## config.mk

```make
export PLATFORM = sky130hd
export DESIGN_NAME = jit_cf_scheduler
export DESIGN_NICKNAME = d
export VERILOG_FILES = /design/src/rtl/jit_cf_scheduler.sv
export SDC_FILE = /design/constraint.sdc
export NUM_CORES = 1
export LEC_CHECK = 0
export ABC_AREA = 0
export CELL_PAD_IN_SITES_DETAIL_PLACEMENT = 1
export CELL_PAD_IN_SITES_GLOBAL_PLACEMENT = 2
export CORE_MARGIN = 1.5
export CORE_UTILIZATION = 25
export CTS_CLUSTER_DIAMETER = 60
export CTS_CLUSTER_SIZE = 14
export DETAILED_ROUTE_END_ITERATION = 12
export PLACE_DENSITY = 0.84
export REMOVE_ABC_BUFFERS = 1
export SYNTH_ARGS = -nofsm -noshare
export SYNTH_HDL_FRONTEND = slang
export SYNTH_SLANG_ARGS = --single-unit
```

## constraint.sdc

```tcl
create_clock -name clk -period 8.5 [get_ports clk]
set_clock_uncertainty 0.2 [all_clocks]
set_input_delay 2.55 -clock clk [delete_from_list [all_inputs] [get_ports clk]]
set_output_delay 2.55 -clock clk [all_outputs]
set_load 0.01 [all_outputs]
```

## src/rtl/jit_cf_scheduler.sv

```systemverilog
`default_nettype none
// ============================================================================
// Module   : jit_cf_scheduler
// Purpose  : Round-robin scheduler that shares one 8-bit JIT control-flow
//            datapath (out = a + b + (a == b ? 5 : 6), mod 256) among N
//            requesters. The winning operands are computed and registered with
//            the requester id in a one-entry output stage, and output
//            handshakes are counted.
// Ports    : clk, rst_n (async assert, active-low)
//            in_valid/in_ready [N]     per-requester request handshake
//            in_a/in_b [N*8]           operands, requester i at [8i+7:8i]
//            out_valid/out_ready       result handshake
//            out_data [8], out_id [IDW] result and originating requester
//            done_cnt [CNTW]           wrapping count of output handshakes
// Revision : 1.0 - initial release
// ============================================================================
module jit_cf_scheduler #(
    parameter int N    = 4,
    parameter int IDW  = 2,
    parameter int CNTW = 16
) (
    input  logic            clk,
    input  logic            rst_n,
    input  logic [N-1:0]    in_valid,
    input  logic [N*8-1:0]  in_a,
    input  logic [N*8-1:0]  in_b,
    output logic [N-1:0]    in_ready,
    output logic            out_valid,
    output logic [7:0]      out_data,
    output logic [IDW-1:0]  out_id,
    input  logic            out_ready,
    output logic [CNTW-1:0] done_cnt
);

    logic [IDW-1:0]  r_ptr;
    logic            r_out_valid;
    logic [7:0]      r_out_data;
    logic [IDW-1:0]  r_out_id;
    logic [CNTW-1:0] r_done_cnt;

    logic            w_found;
    logic [IDW-1:0]  w_win;
    logic [IDW-1:0]  w_idx;
    logic            w_can_accept;
    logic            w_in_fire;
    logic            w_out_fire;
    logic [7:0]      w_a;
    logic [7:0]      w_b;
    logic [7:0]      w_sum;
    logic            w_eq;
    logic [7:0]      w_result;
    logic [IDW-1:0]  w_ptr_next;

    // Scan ptr, ptr+1, ..., wrapping; the first valid requester wins.
    always_comb begin
        w_found = 1'b0;
        w_win   = '0;
        w_idx   = '0;
        for (int k = 0; k < N; k++) begin
            w_idx = IDW'((int'(r_ptr) + k) % N);
            if (!w_found && in_valid[w_idx]) begin
                w_found = 1'b1;
                w_win   = w_idx;
            end
        end
    end

    // A new result may load in the same cycle the old one drains.
    assign w_can_accept = !r_out_valid || out_ready;
    assign w_in_fire    = w_found && w_can_accept;
    assign w_out_fire   = r_out_valid && out_ready;

    always_comb begin
        in_ready = '0;
        if (w_in_fire) begin
            in_ready[w_win] = 1'b1;
        end
    end

    // Datapath: equality is judged on the raw operands, not on the sum.
    assign w_a      = in_a[{w_win, 3'b000} +: 8];
    assign w_b      = in_b[{w_win, 3'b000} +: 8];
    assign w_sum    = w_a + w_b;
    assign w_eq     = (w_a == w_b);
    assign w_result = w_sum + (w_eq ? 8'd5 : 8'd6);

    assign w_ptr_next = (w_win == IDW'(N - 1)) ? '0 : w_win + 1'b1;

    always_ff @(posedge clk or negedge rst_n) begin
        if (!rst_n) begin
            r_ptr       <= '0;
            r_out_valid <= 1'b0;
            r_out_data  <= '0;
            r_out_id    <= '0;
            r_done_cnt  <= '0;
        end else begin
            if (w_in_fire) begin
                r_out_valid <= 1'b1;
                r_out_data  <= w_result;
                r_out_id    <= w_win;
                r_ptr       <= w_ptr_next;
            end else if (w_out_fire) begin
                r_out_valid <= 1'b0;
            end
            if (w_out_fire) begin
                r_done_cnt <= r_done_cnt + 1'b1;
            end
        end
    end

    assign out_valid = r_out_valid;
    assign out_data  = r_out_data;
    assign out_id    = r_out_id;
    assign done_cnt  = r_done_cnt;

endmodule
`default_nettype wire
```

==> results of run 1 <==
-- worst reg2reg max path: cells and delay by family (launching register included) --
kind                     cells  cell delay (ns)
AO/OA/AOI/OAI                4             0.83
XOR/XNOR                     1             0.15
adder cells (fa/ha/maj)      4             1.22
buffers and inverters        3             0.51
flip-flops                   1             0.46
multiplexers                 1             0.20
AND/OR/NAND/NOR              7             1.22
-- synthesized netlist by cell type (all sizes together) (2+ instances only) --
master	count	area share (%)
nand2b	2	0.55
xnor2	15	5.8
nor3	2	0.44
nor2	10	1.7
inv	17	2.8
nand4	3	0.83
a31oi	10	2.8
clkbuf	3	0.50
o21ai	16	3.6
and3	12	3.3
ha	18	10
a21oi	8	1.8
nand2	69	11
mux2i	11	5.0
mux2	3	1.5
xor2	8	3.1
nor4	2	0.55
nand3	10	2.2
fa	2	1.8
dfrtp	29	32
buf	9	2.2
-- per-stage QoR --
step | instance area, sq um | std cells | power, uW | utilization (%) | hold WS (ns)
after CTS | 3476 | 481 | 1003 | 39.86 | 0.2853
after global placement | 3390 | 474 | 859.5 | 38.87 | 0.2551
after detailed placement | 3390 | 474 | 885.2 | 38.87 | 0.2715
after global routing | 3476 | 481 | 1090 | 39.86 | 0.3200
final | 3476 | 481 | 983.3 | 39.86 | 0.2787
after floorplan | 2195 | 260 | 639.8 | - | 0.3005
-- area by class of cell --
class,instances,area (sq um)
timing repair buffer,106,1049
tap,108,135.1
inverter,17,63.81
sequential,29,725.7
fill,1031,5245
multi-input combinational,214,1416
clock buffer,7,86.33
-- kinds of logic after synthesis --
| logic type | Yosys count | synth area share [%] |
|---|---|---|
| compound gates | 42 | 12.26 |
| xor+xnor | 23 | 8.935 |
| fa+ha+maj | 20 | 11.76 |
| buf+inv | 29 | 5.494 |
| flops | 29 | 32.19 |
| mux | 14 | 6.548 |
| simple gates | 115 | 22.81 |
-- worst max path at each step --
stage / startpoint / endpoint / cells past startpoint
after floorplan: in_valid[1] / out_data[7] / 20
after global placement: in_valid[1] / in_ready[3] / 8
after detailed placement: in_valid[1] / in_ready[1] / 8
after CTS: in_valid[1] / in_ready[1] / 8
after global routing: in_valid[1] / in_ready[3] / 8
final: in_valid[1] / in_ready[1] / 8
-- routing by layer --
metal	vias to the layer above	share of wire, %	track usage, %
li1	1119	-	-
met1	1043	45	16.36
met2	74	49	23.08
met3	6	5.0	2.434
met4	0	0.86	3.077
met5	-	0	0
-- layout by cell type (no fill, tap or decap), types with 2 or more instances in the layout --
cell type and n:
sky130_fd_sc_hd__mux2_2 3, sky130_fd_sc_hd__ha_1 18, sky130_fd_sc_hd__nor4_1 2, sky130_fd_sc_hd__mux2i_1 10, sky130_fd_sc_hd__dfrtp_1 29, sky130_fd_sc_hd__nand4_1 3, sky130_fd_sc_hd__nand3_1 10, sky130_fd_sc_hd__buf_4 5
sky130_fd_sc_hd__nor3_1 2, sky130_fd_sc_hd__xor2_1 8, sky130_fd_sc_hd__inv_1 17, sky130_fd_sc_hd__nand2_1 69, sky130_fd_sc_hd__nand2b_1 2, sky130_fd_sc_hd__nor2_1 10, sky130_fd_sc_hd__a31oi_1 10, sky130_fd_sc_hd__fa_1 2
sky130_fd_sc_hd__o21ai_0 15, sky130_fd_sc_hd__clkdlybuf4s50_1 101, sky130_fd_sc_hd__a21oi_1 8, sky130_fd_sc_hd__xnor2_1 15, sky130_fd_sc_hd__clkbuf_8 6, sky130_fd_sc_hd__and3_1 12
-- power breakdown --
| group | total, uW | switching (uW) | internal (uW) |
|---|---|---|---|
| Combinational | 651 | 330 | 320 |
| Sequential | 220 | 36.9 | 183 |
| Clock | 112 | 48.3 | 64.0 |
-- registers in the layout, indices dropped and copies added (netlist names) --
name / cells
out_id: 2
out_data: 8
done_cnt: 16
r_ptr: 2
out_valid: 1
==> PnR_summary.wiki, run 1 <==
{| class="wikitable"
! Metric !! Value
|-
| # nets final || 464
|-
| TritonCTS clock tree || done
|-
| Layout-stage area growth over the synthesis result || 54.16%
|-
| Rows || 34
|-
| Hold buffer count at cts || 0
|-
| Violation count after the first detailed-route iteration || 68
|-
| Fraction of the cycle the final worst path needs || 91.10%
|-
| Ports || 102
|-
| Post-cts resize count || 0
|-
| Worst setup EP type || output pin
|-
| Antenna violation net count after detailed routing || 0
|-
| Length of the first detailed-routing pass in iterations || 4
|-
| Setup crit start kind || input pin
|-
| Wire length of the first global-routing pass || 10.43 mm
|-
| Sum of buffers and inverters on the critical path || 4
|-
| Clock buffer count from CTS || 5
|-
| Cells after synthesis || 272
|-
| Via count || 2242
|-
| Synth warn || 0
|-
| Clock-pin slew on the worst setup and hold paths || 0.06 ns
|-
| Placer Congestion || 0.7952
|-
| Max-cap viol count || 0
|-
| Initial antenna violation count || 0
|-
| Max-slew headroom at the worst pin || 71.30%
|-
| Count of unresolved DRC violations after routing || 0
|-
| Pre-CTS setup slack || 0.7294 ns
|-
| Source-to-sink clock delay at the later pin of the worst-skew pair || 0.28 ns
|-
| Die outline width || 97.97 um
|-
| Delay of the slowest cell on the worst path || 0.64 ns
|-
| Most numerous cell on the critical path || sky130_fd_sc_hd__clkdlybuf4s50_1
|-
| Max VDD drop || 94.62 uV
|-
| Initial Utilization || 25.85%
|-
| Shortest period the worst path allows || 7.743 ns
|-
| Worst Setup Path Type || input pin to output pin
|-
| Fraction of the yosys area taken by sequential cells || 32.19%
|-
| Setup bufs post-CTS || 0
|-
| Outcome || completed
|-
| Avg WL per Cell || 12.85 um
|-
| Critical-path maximum fanout || 32
|-
| Final hold violation count || 0
|-
| Ratio of cells with drive above 1 in the final layout || 4.826%
|-
| Clock Path Buffers || 2
|-
| Peak Freq || 129.1 MHz
|-
| Source of the worst register-to-register timing path || r_ptr[1]
|-
| Required time at the worst-slack endpoint || 5.75 ns
|-
| GR Util All Layers || 13.04%
|-
| Netlist area before placement || 0.002255 sq mm
|-
| Final Max Tran Viols || 0
|-
| Overall routed net length || 6.182 mm
|-
| CP Data Arrival Time || 4.99 ns
|-
| Routed via count divided by cell count || 4.661
|-
| Hold Crit Class || flip-flop to flip-flop
|-
| Actual slew at the worst max-slew pin || 0.4296 ns
|-
| Area enclosed by the die boundary || 0.009597 sq mm
|-
| Avg Synthesized Cell Area || 8.289 sq um
|-
| Core area || 0.008721 sq mm
|-
| Chip Height || 97.97 um
|-
| Setup violators final || 0
|-
| #FFs+latches synth || 29
|-
| Number of antenna diodes || 0
|-
| Reg-to-reg critical path endpoint || out_data[7]
|-
| Number of enable-type register cells in the synthesized netlist || 0
|-
| Pin count of the biggest net entering global routing || 33
|-
| Final setup TNS || 0 ns
|-
| H-tree lvl count || 2
|-
| Worst r2r path cells || 20
|-
| Worst Hold Depth || 2
|-
| DP HPWL || 5.150 mm
|-
| Total grt overflow || 0
|-
| Synth unique cells || 38
|-
| Fin worst setup slack || 0.7568 ns
|-
| I/O Buffers || 101
|-
| Slowest cell on the critical path || sky130_fd_sc_hd__clkdlybuf4s50_1
|-
| Hold-critical path endpoint || out_data[3]
|-
| CP top delay family || buffers and inverters
|-
| Master cell of the clock root buffer || sky130_fd_sc_hd__clkbuf_8
|-
| Leakage power of the design || 0.001545 uW
|-
| Critical hold path startpoint || out_data[3]
|-
| Number of global-route vias before repair || 2279
|-
| Count of clock tree sinks || 29
|-
| Register-to-register setup slack || 3.64 ns
|-
| Leading register cell type out of synthesis || sky130_fd_sc_hd__dfrtp_1
|-
| CP Cell Sequence || clkdlybuf4s50_1 > mux2i_1 > a221oi_4 > buf_4 > ha_1 > inv_1 > nor2_1 > clkdlybuf4s50_1
|-
| Async S/R FF share, synth || 100.0%
|-
| Unrepaired setup endpoints after global routing || no
|-
| Power per cell area || 282.9 mW/mm^2
|}
Power figures use the tool's default switching activity.
==> run 2, diff against run 1 <==
ABC_CLOCK_PERIOD_IN_PS = 8500   (was unset)
CTS_CLUSTER_DIAMETER = unset   (was 60)
==> results of run 2 <==
Same layout as run 1: the final DEF is identical, and so are final timing and power.
